$ cat src/rtl/hpdmc_initseq_pkg.sv
// hpdmc_initseq_pkg: command nibbles, CSR addresses, FSM states and SDRAM word packing.
package hpdmc_initseq_pkg;
  localparam logic [3:0] CMD_PRECHARGE = 4'b1011;
  localparam logic [3:0] CMD_LMR = 4'b1111;
  localparam logic [3:0] CMD_REFRESH = 4'b1101;
  localparam logic [31:0] CSR_CTRL = 32'h0;
  localparam logic [31:0] CSR_BYPASS = 32'h4;
  localparam logic [3:0] LAST_STEP = 4'd8;
  typedef enum logic [2:0] {S_POWERUP, S_ISSUE, S_GAP, S_DONE, S_ERROR} state_t;
  function automatic logic [31:0] sdram_word(input logic [1:0] ba, input logic [12:0] a, input logic [3:0] cmd);
    return {13'b0, ba, a, cmd};
  endfunction
endpackage

$ cat src/rtl/hpdmc_initseq_rom.sv
// hpdmc_initseq_rom: init step table, index -> CSR address, data word and post-write gap.
module hpdmc_initseq_rom
  import hpdmc_initseq_pkg::*;
#(
  parameter int T_RP = 2,
  parameter int T_RFC = 8,
  parameter int T_DLL = 200,
  parameter logic [2:0] CL_CODE = 3'b010
) (
  input  logic [3:0]  idx,
  output logic [31:0] adr,
  output logic [31:0] dat,
  output logic [23:0] gap
);
  // MR: A8 = DLL reset, A6-A4 = CAS latency, A2-A0 = burst length 8
  localparam logic [31:0] MR_DLL_RST = sdram_word(2'b00, {4'b0, 1'b1, 1'b0, CL_CODE, 4'b0011}, CMD_LMR);
  localparam logic [31:0] MR_NORMAL = sdram_word(2'b00, {4'b0, 1'b0, 1'b0, CL_CODE, 4'b0011}, CMD_LMR);
  localparam logic [31:0] PRECHARGE_ALL = sdram_word(2'b00, 13'h0400, CMD_PRECHARGE);
  localparam logic [31:0] EMR = sdram_word(2'b01, 13'h0000, CMD_LMR);
  localparam logic [31:0] REFRESH = sdram_word(2'b00, 13'h0000, CMD_REFRESH);
  always_comb begin
    adr = CSR_BYPASS;
    dat = 32'h0;
    gap = 24'd0;
    case (idx)
      4'd0: begin adr = CSR_CTRL; dat = 32'h7; end
      4'd1, 4'd4: begin dat = PRECHARGE_ALL; gap = 24'(T_RP); end
      4'd2: begin dat = EMR; gap = 24'(T_RP); end
      4'd3: begin dat = MR_DLL_RST; gap = 24'(T_DLL); end
      4'd5, 4'd6: begin dat = REFRESH; gap = 24'(T_RFC); end
      4'd7: begin dat = MR_NORMAL; gap = 24'(T_DLL); end
      default: begin adr = CSR_CTRL; dat = 32'h4; end
    endcase
  end
endmodule

$ cat src/rtl/hpdmc_initseq.sv
// hpdmc_initseq: autonomous SDRAM power-up sequencer driving the HPDMC CSR bus in bypass mode.
module hpdmc_initseq
  import hpdmc_initseq_pkg::*;
#(
  parameter int T_POWERUP = 20000,
  parameter int T_RP = 2,
  parameter int T_RFC = 8,
  parameter int T_DLL = 200,
  parameter logic [2:0] CL_CODE = 3'b010,
  parameter int ACK_TIMEOUT = 255
) (
  input  logic        sys_clk,
  input  logic        sys_rst,
  output logic [31:0] wbc_adr_o,
  output logic [31:0] wbc_dat_o,
  output logic        wbc_cyc_o,
  output logic        wbc_stb_o,
  output logic        wbc_we_o,
  input  logic        wbc_ack_i,
  output logic        busy,
  output logic        done,
  output logic        error
);
  localparam logic [7:0] T_LAST = 8'(ACK_TIMEOUT - 1);
  state_t state;
  logic [23:0] cnt;
  logic [7:0] tcnt;
  logic [3:0] idx;
  logic [3:0] rom_idx;
  logic [31:0] r_adr, r_dat;
  logic [23:0] r_gap;
  // In GAP the table is read one step ahead so the next write loads directly
  assign rom_idx = state == S_GAP ? idx + 4'd1 : idx;
  assign wbc_cyc_o = wbc_stb_o;
  assign wbc_we_o = wbc_stb_o;
  hpdmc_initseq_rom #(
    .T_RP(T_RP),
    .T_RFC(T_RFC),
    .T_DLL(T_DLL),
    .CL_CODE(CL_CODE)
  ) rom (
    .idx(rom_idx),
    .adr(r_adr),
    .dat(r_dat),
    .gap(r_gap)
  );
  always_ff @(posedge sys_clk or posedge sys_rst)
    if (sys_rst) begin
      state <= S_POWERUP;
      cnt <= 24'(T_POWERUP);
      tcnt <= 8'd0;
      idx <= 4'd0;
      wbc_adr_o <= 32'h0;
      wbc_dat_o <= 32'h0;
      wbc_stb_o <= 1'b0;
      busy <= 1'b1;
      done <= 1'b0;
      error <= 1'b0;
    end else
      case (state)
        S_POWERUP, S_GAP:
          if (cnt == 24'd0) begin
            state <= S_ISSUE;
            idx <= rom_idx;
            wbc_adr_o <= r_adr;
            wbc_dat_o <= r_dat;
            wbc_stb_o <= 1'b1;
            tcnt <= 8'd0;
          end else cnt <= cnt - 24'd1;
        S_ISSUE:
          if (wbc_ack_i) begin
            wbc_stb_o <= 1'b0;
            cnt <= r_gap;
            state <= idx == LAST_STEP ? S_DONE : S_GAP;
            busy <= idx != LAST_STEP;
            done <= idx == LAST_STEP;
          end else if (tcnt == T_LAST) begin
            wbc_stb_o <= 1'b0;
            state <= S_ERROR;
            busy <= 1'b0;
            error <= 1'b1;
          end else tcnt <= tcnt + 8'd1;
        default: ;
      endcase
endmodule
$ cat config.mk
export PLATFORM = sky130hd
export DESIGN_NAME = hpdmc_initseq
export DESIGN_NICKNAME = d
export VERILOG_FILES = /design/src/rtl/hpdmc_initseq_pkg.sv /design/src/rtl/hpdmc_initseq_rom.sv /design/src/rtl/hpdmc_initseq.sv
export SDC_FILE = /design/constraint.sdc
export NUM_CORES = 1
export LEC_CHECK = 0
export ABC_AREA = 1
export BUFFER_PORTS_ARGS = -buffer_cell sky130_fd_sc_hd__buf_4
export CAP_MARGIN = 20
export CORE_AREA = 2 2 98 100
export CTS_CLUSTER_DIAMETER = 30
export DETAILED_ROUTE_END_ITERATION = 16
export DIE_AREA = 0 0 100 102
export GPL_TIMING_DRIVEN = 0
export SETUP_SLACK_MARGIN = 0.15
export SLEW_MARGIN = 15
export SYNTH_ARGS = -nofsm -noshare
export SYNTH_HDL_FRONTEND = slang
export SYNTH_SLANG_ARGS = --single-unit
$ cat constraint.sdc
create_clock -name sys_clk -period 4 [get_ports sys_clk]
set_clock_uncertainty 0.15 [all_clocks]
set_input_delay 0.8 -clock sys_clk [delete_from_list [all_inputs] [get_ports sys_clk]]
set_output_delay 0.8 -clock sys_clk [all_outputs]
set_load 0.1 [all_outputs]
# Word-level counts from Yosys, hierarchy flattened
# Cells that the tools add are included.
# totals
latch_bits,0
romBits,0
inputBits,3
ff_bits,107
out_inout_bits,70
memories,0
ramBits,0
word_cells,71
# op_classes
n_mux,21
n_shift,0
n_reduce_logical,18
order_cmp,0
n_mul,0
n_eq_ne,18
n_bitwise,1
div_mod_pow,0
add_sub_neg,3
# op_table
op,n
one-hot mux 18 bit (6 select lines),1
two-way mux 24 bit,2
one-hot mux 24 bit (2 select lines),1
logical NOT 24 bit,1
two-way mux 8 bit,3
one-hot mux 8 bit (3 select lines),1
subtractor 24 x 1 -> 24 bit (second input constant),1
equality test 4 x 3 -> 1 bit (second input constant),4
one-hot mux 8 bit (2 select lines),1
two-way mux 3 bit,4
!= test 2 bit (second input constant),5
AND reduction 3 bit,3
adder 8 x 1 -> 8 bit (second input constant),1
equality test 4 x 2 -> 1 bit (second input constant),2
equality test 8 bit (second input constant),1
OR reduction 2 bit,4
OR reduction 7 bit,1
one-hot mux 3 bit (2 select lines),1
AND reduction 2 bit,3
two-way mux 1 bit,5
adder 4 x 1 -> 4 bit (second input constant),1
equality test 4 x 1 -> 1 bit (second input constant),1
equality test 4 bit (second input constant),1
logical NOT 4 bit,1
other kinds (11),12

# Longest topological paths before layout
# depth
word_depth,7
mapped_depth,11
mapped_depth_nobuf,11

# By module
# Synthesis repeated with hierarchy kept, for this count alone.
# unflattened
hier_cells,835
hier_area_um2,6099.6
# by_module_without_submodules
module,seq_area_each_um2,instances,area_each_um2,cells_each
hpdmc_initseq,2685.1,1,5402.7,730
hpdmc_initseq_rom,0.0,1,696.9,105

# Worst setup path before layout
# Ideal clock, no wire load.
# synth_path
path_kind,reg2out
from,register wbc_dat_o[9] (netlist name)
to,output port wbc_dat_o[5]
required_time_ns,3.050
path_stages_with_launch,2
path_slack_ns,1.693
arrival_time_ns,1.357
n_path_buf,1
cell_sequence,dfrtp_1 -> buf_4
# synth_rtl
item,line,text
"end, declared",hpdmc_initseq.sv:15,"output logic [31:0] wbc_dat_o,"

# Worst setup path in the final report
# layout_path
from,register cnt[0]
to,register cnt[22]
# layout_via
elab_chain_cells,3
word_cells_on_any_way,6
classes_between,add/sub (1); eq/ne (1); mux (2); reduce/logical (2)
# layout_rtl
item,line,text
"start, declared",hpdmc_initseq.sv:26,logic [23:0] cnt;
"start signal, assigned",hpdmc_initseq.sv:50,cnt <= 24'(T_POWERUP);
"start signal, assigned",hpdmc_initseq.sv:69,end else cnt <= cnt - 24'd1;
"start signal, assigned",hpdmc_initseq.sv:73,cnt <= r_gap;
subtractor 24 x 1 -> 24 bit / logical NOT 24 bit (equally long branches),"hpdmc_initseq.sv:69, hpdmc_initseq.sv:62",
two-way mux 24 bit / != test 2 bit (equally long branches),-,
one-hot mux 24 bit (2 select lines) / AND reduction 3 bit (equally long branches),-,
# Parallel ways exist; a longest one is shown, timed or not. The select of a mux whose other input is x is not followed.
# A chain may end at the register's enable or synchronous reset.

==> out/qor.csv <==
stage,metric,value,unit
status,outcome,finished clean,
synthesis,synth_edf_count,0,
critical_path,slowest_delay,0.41,ns
clock_tree,clock-sinks,52,
clock_tree,cts_buffer_depth,2,
synthesis,avgSynthCellArea,7.36,sq um
synthesis,ys_seq_area_frac,0.363,
cells_and_area,fin_nets,578,
sta,finalHoldWorstSlack,0.326,ns
floorplanning,fp.dieH,102,microns
place,numPortBuffers,19,
synthesis,syn_area,3610,sq um
sta,final.min_clock_period,2.19,ns
clock_tree,cts_resized,0,
synthesis,synth_ff_type,dfrtp_1,
sta,grt_setup_unrepaired,false,
cells_and_area,antenna-diode-count,0,
detailed_routing,ant_nets,0,
sta,drv_slew,0,
synthesis,synth_most_common_cell,nand2_1,
synthesis,async_flop_share,1.00,
global_route,grt_pass1_vias,2859,
synthesis,yosys.area.top_type,dfrtp_1,
critical_path,start_kind,flop,
flow_run,drv_cap,0,
detailed_routing,wl_met1,3720,microns
global_route,grt_start_max_net_pins,36,
detailed_routing,met2RoutedLength,3630,microns
clock_tree,cts_buffers,5,
sta,timing.final.crit_share,0.548,
clock_tree,clk_pin_slew,0.10,ns
sta,finalHoldViolations,0,
synthesis,ys_top_cells_by_count,"nand2_1 (118), nor2_1 (60), buf_4 (59)",
critical_path,crit_arrival,2.24,ns
detailed_routing,post_drt_wl_per_cell,11.6,microns
critical_path,crit_path_end_kind,flop,
global_route,grt_pass1_wl,13300,microns
sta,setup_viol,0,
detailed_routing,drtPass1Iterations,5,
clock_tree,root_buffer,clkbuf_8,
detailed_routing,routed_wl,7880,microns
global_route,overflow,0,
synthesis,synth_top_area_share,0.319,
power_and_ir_drop,power-per-cell-area,269,nW/um^2
critical_path,critPathKind,flop to flop,
place,gp_congestion,0.938,
cells_and_area,area_growth_syn_to_layout,16.5,%
cells_and_area,nFillCells,916,
sta,finalSetupTns,0,ns
detailed_routing,drc,0,
sta,worst_slew_pin_slew,0.580,ns
clock_tree,cts_hold_buf,0,
critical_path,worstPathRequired,4.05,ns
synthesis,postSynthCellCount,490,
detailed_routing,drt_iter0_markers,200,
detailed_routing,top_layer,met4,
critical_path,crit_chain,inv_1 > ha_1 > nand3_1 > nor2_2 > nand3_1 > xor2_1 > nor2_1 > nand2_1 > nand2_1,
place,hpwlAfterDp,6100,microns
synthesis,synth-seq-cells,52,
floorplanning,fp.dieArea,10200,sq um
global_route,grt_util_all_layers,0.161,
floorplanning,die_x,100,microns
synthesis,yosys-top-cells-area,"dfrtp_1 (32%), buf_4 (12%), nand2_1 (12%)",
min_path,hp-class,input port to async pin,
synthesis,ys_types,35,
clock_tree,htree_levels,2,
global_route,antenna_found_initial,0,
sta,slew_headroom,0.613,
floorplanning,io_pins,73,
detailed_routing,vias_per_cell,4.60,
critical_path,critPathSlowestCell,dfrtp_1,
sta,max_freq,457,MHz
floorplanning,rows,35,
detailed_routing,route.vias.total,3136,
floorplanning,start_util,0.396,
clock_tree,clk_latency,0.30,ns
synthesis,yosys_warnings,0,
critical_path,path_max_fanout,6,
power_and_ir_drop,p_leak,2.22,nW
floorplanning,core_area,9110,sq um
power_and_ir_drop,ir_drop,157,uV
clock_tree,postCtsSetupBuffers,0,
cells_and_area,drive_above_1_share,0.228,
clock_tree,tritoncts,done,
detailed_routing,dr_wl_met3,420,microns
## final timing paths
check | startpoint | to | slack (ns) | depth (start not counted)
min in group sys_clk | error | error | 0.33 | 2
worst max register to register | cnt[0] | cnt[22] | 1.81 | 9
max in group asynchronous | sys_rst | cnt[9] | 2.78 | 3
worst min-delay path | sys_rst | error | 0.33 | 2
worst max-delay path | cnt[0] | cnt[22] | 1.81 | 9
worst min register to register | error | error | 0.33 | 2
## layout make-up
type / count / area, sq um / area share
multi-input cells: 384 / 1860 / 0.443
flip-flops and latches: 52 / 1310 / 0.312
plain buffers: 65 / 477 / 0.113
repair buffers: 20 / 163 / 0.0387
inverters: 41 / 154 / 0.0366
well taps: 111 / 139 / 0.0331
clock buffers: 6 / 82.6 / 0.0197
clock inverters: 2 / 15.0 / 0.00357
## state kept, by name, summed over array words and instances (netlist names)
| name | count |
|---|---|
| wbc_dat_o | 8 |
| wbc_adr_o | 1 |
| wbc_cyc_o | 1 |
| cnt | 24 |
| state | 3 |
| idx | 4 |
| busy | 1 |
| tcnt | 8 |
| done | 1 |
| error | 1 |
## critical path, delay by kind of cell (launching register included)
| kind | cells | cell delay, ns |
|---|---|---|
| adders and majority gates | 1 | 0.34 |
| and+or+nand+nor | 6 | 0.84 |
| buffers and inverters | 1 | 0.18 |
| xor gates and xnor gates | 1 | 0.16 |
| DFF | 1 | 0.41 |
## metrics by stage
stage	total power [mW]	area, sq um	std cells	worst slack [ns]	utilization
2_1_floorplan	0.808	3800	542	1.69	-
3_3_place_gp	0.815	4080	672	1.01	0.448
3_5_place_dp	0.818	4100	673	1.85	0.450
4_1_cts	1.14	4200	681	1.80	0.461
5_1_grt	1.18	4200	681	1.57	0.461
6_report	1.13	4200	681	1.81	0.461
## logic make-up after synthesis
family,synth area share
flops,0.363
buf+inv,0.175
simple gates,0.330
xor+xnor,0.0291
other cells,0.00104
fa+ha+maj,0.0208
compound gates,0.0812
## report_power, final
| part | switching [mW] | internal, mW |
|---|---|---|
| Sequential | 0.00221 | 0.527 |
| Clock | 0.182 | 0.141 |
| Combinational | 0.239 | 0.0405 |
| Total | 0.423 | 0.708 |
## placed cells by master, fill, tap and decap left out, drive strengths merged
cell,count
nor2,70
a21o,1
nand4,12
buf,83
o21bai,2
nor3b,1
ha,6
o21ai,30
clkinvlp,2
xor2,12
nand3,42
nand2,122
o22ai,1
a21oi,16
dfstp,6
o21a,2
inv,41
nor3,5
or2,2
dfrtp,46
clkbuf,8
conb,53
nand3b,7
## layer usage
metal | up-vias | global-route usage
met5 | - | 0
met4 | 0 | 0.0495
met3 | 12 | 0.0239
met2 | 104 | 0.270
met1 | 1396 | 0.216
li1 | 1624 | -
Note: power is estimated with default switching activity, not from simulation.
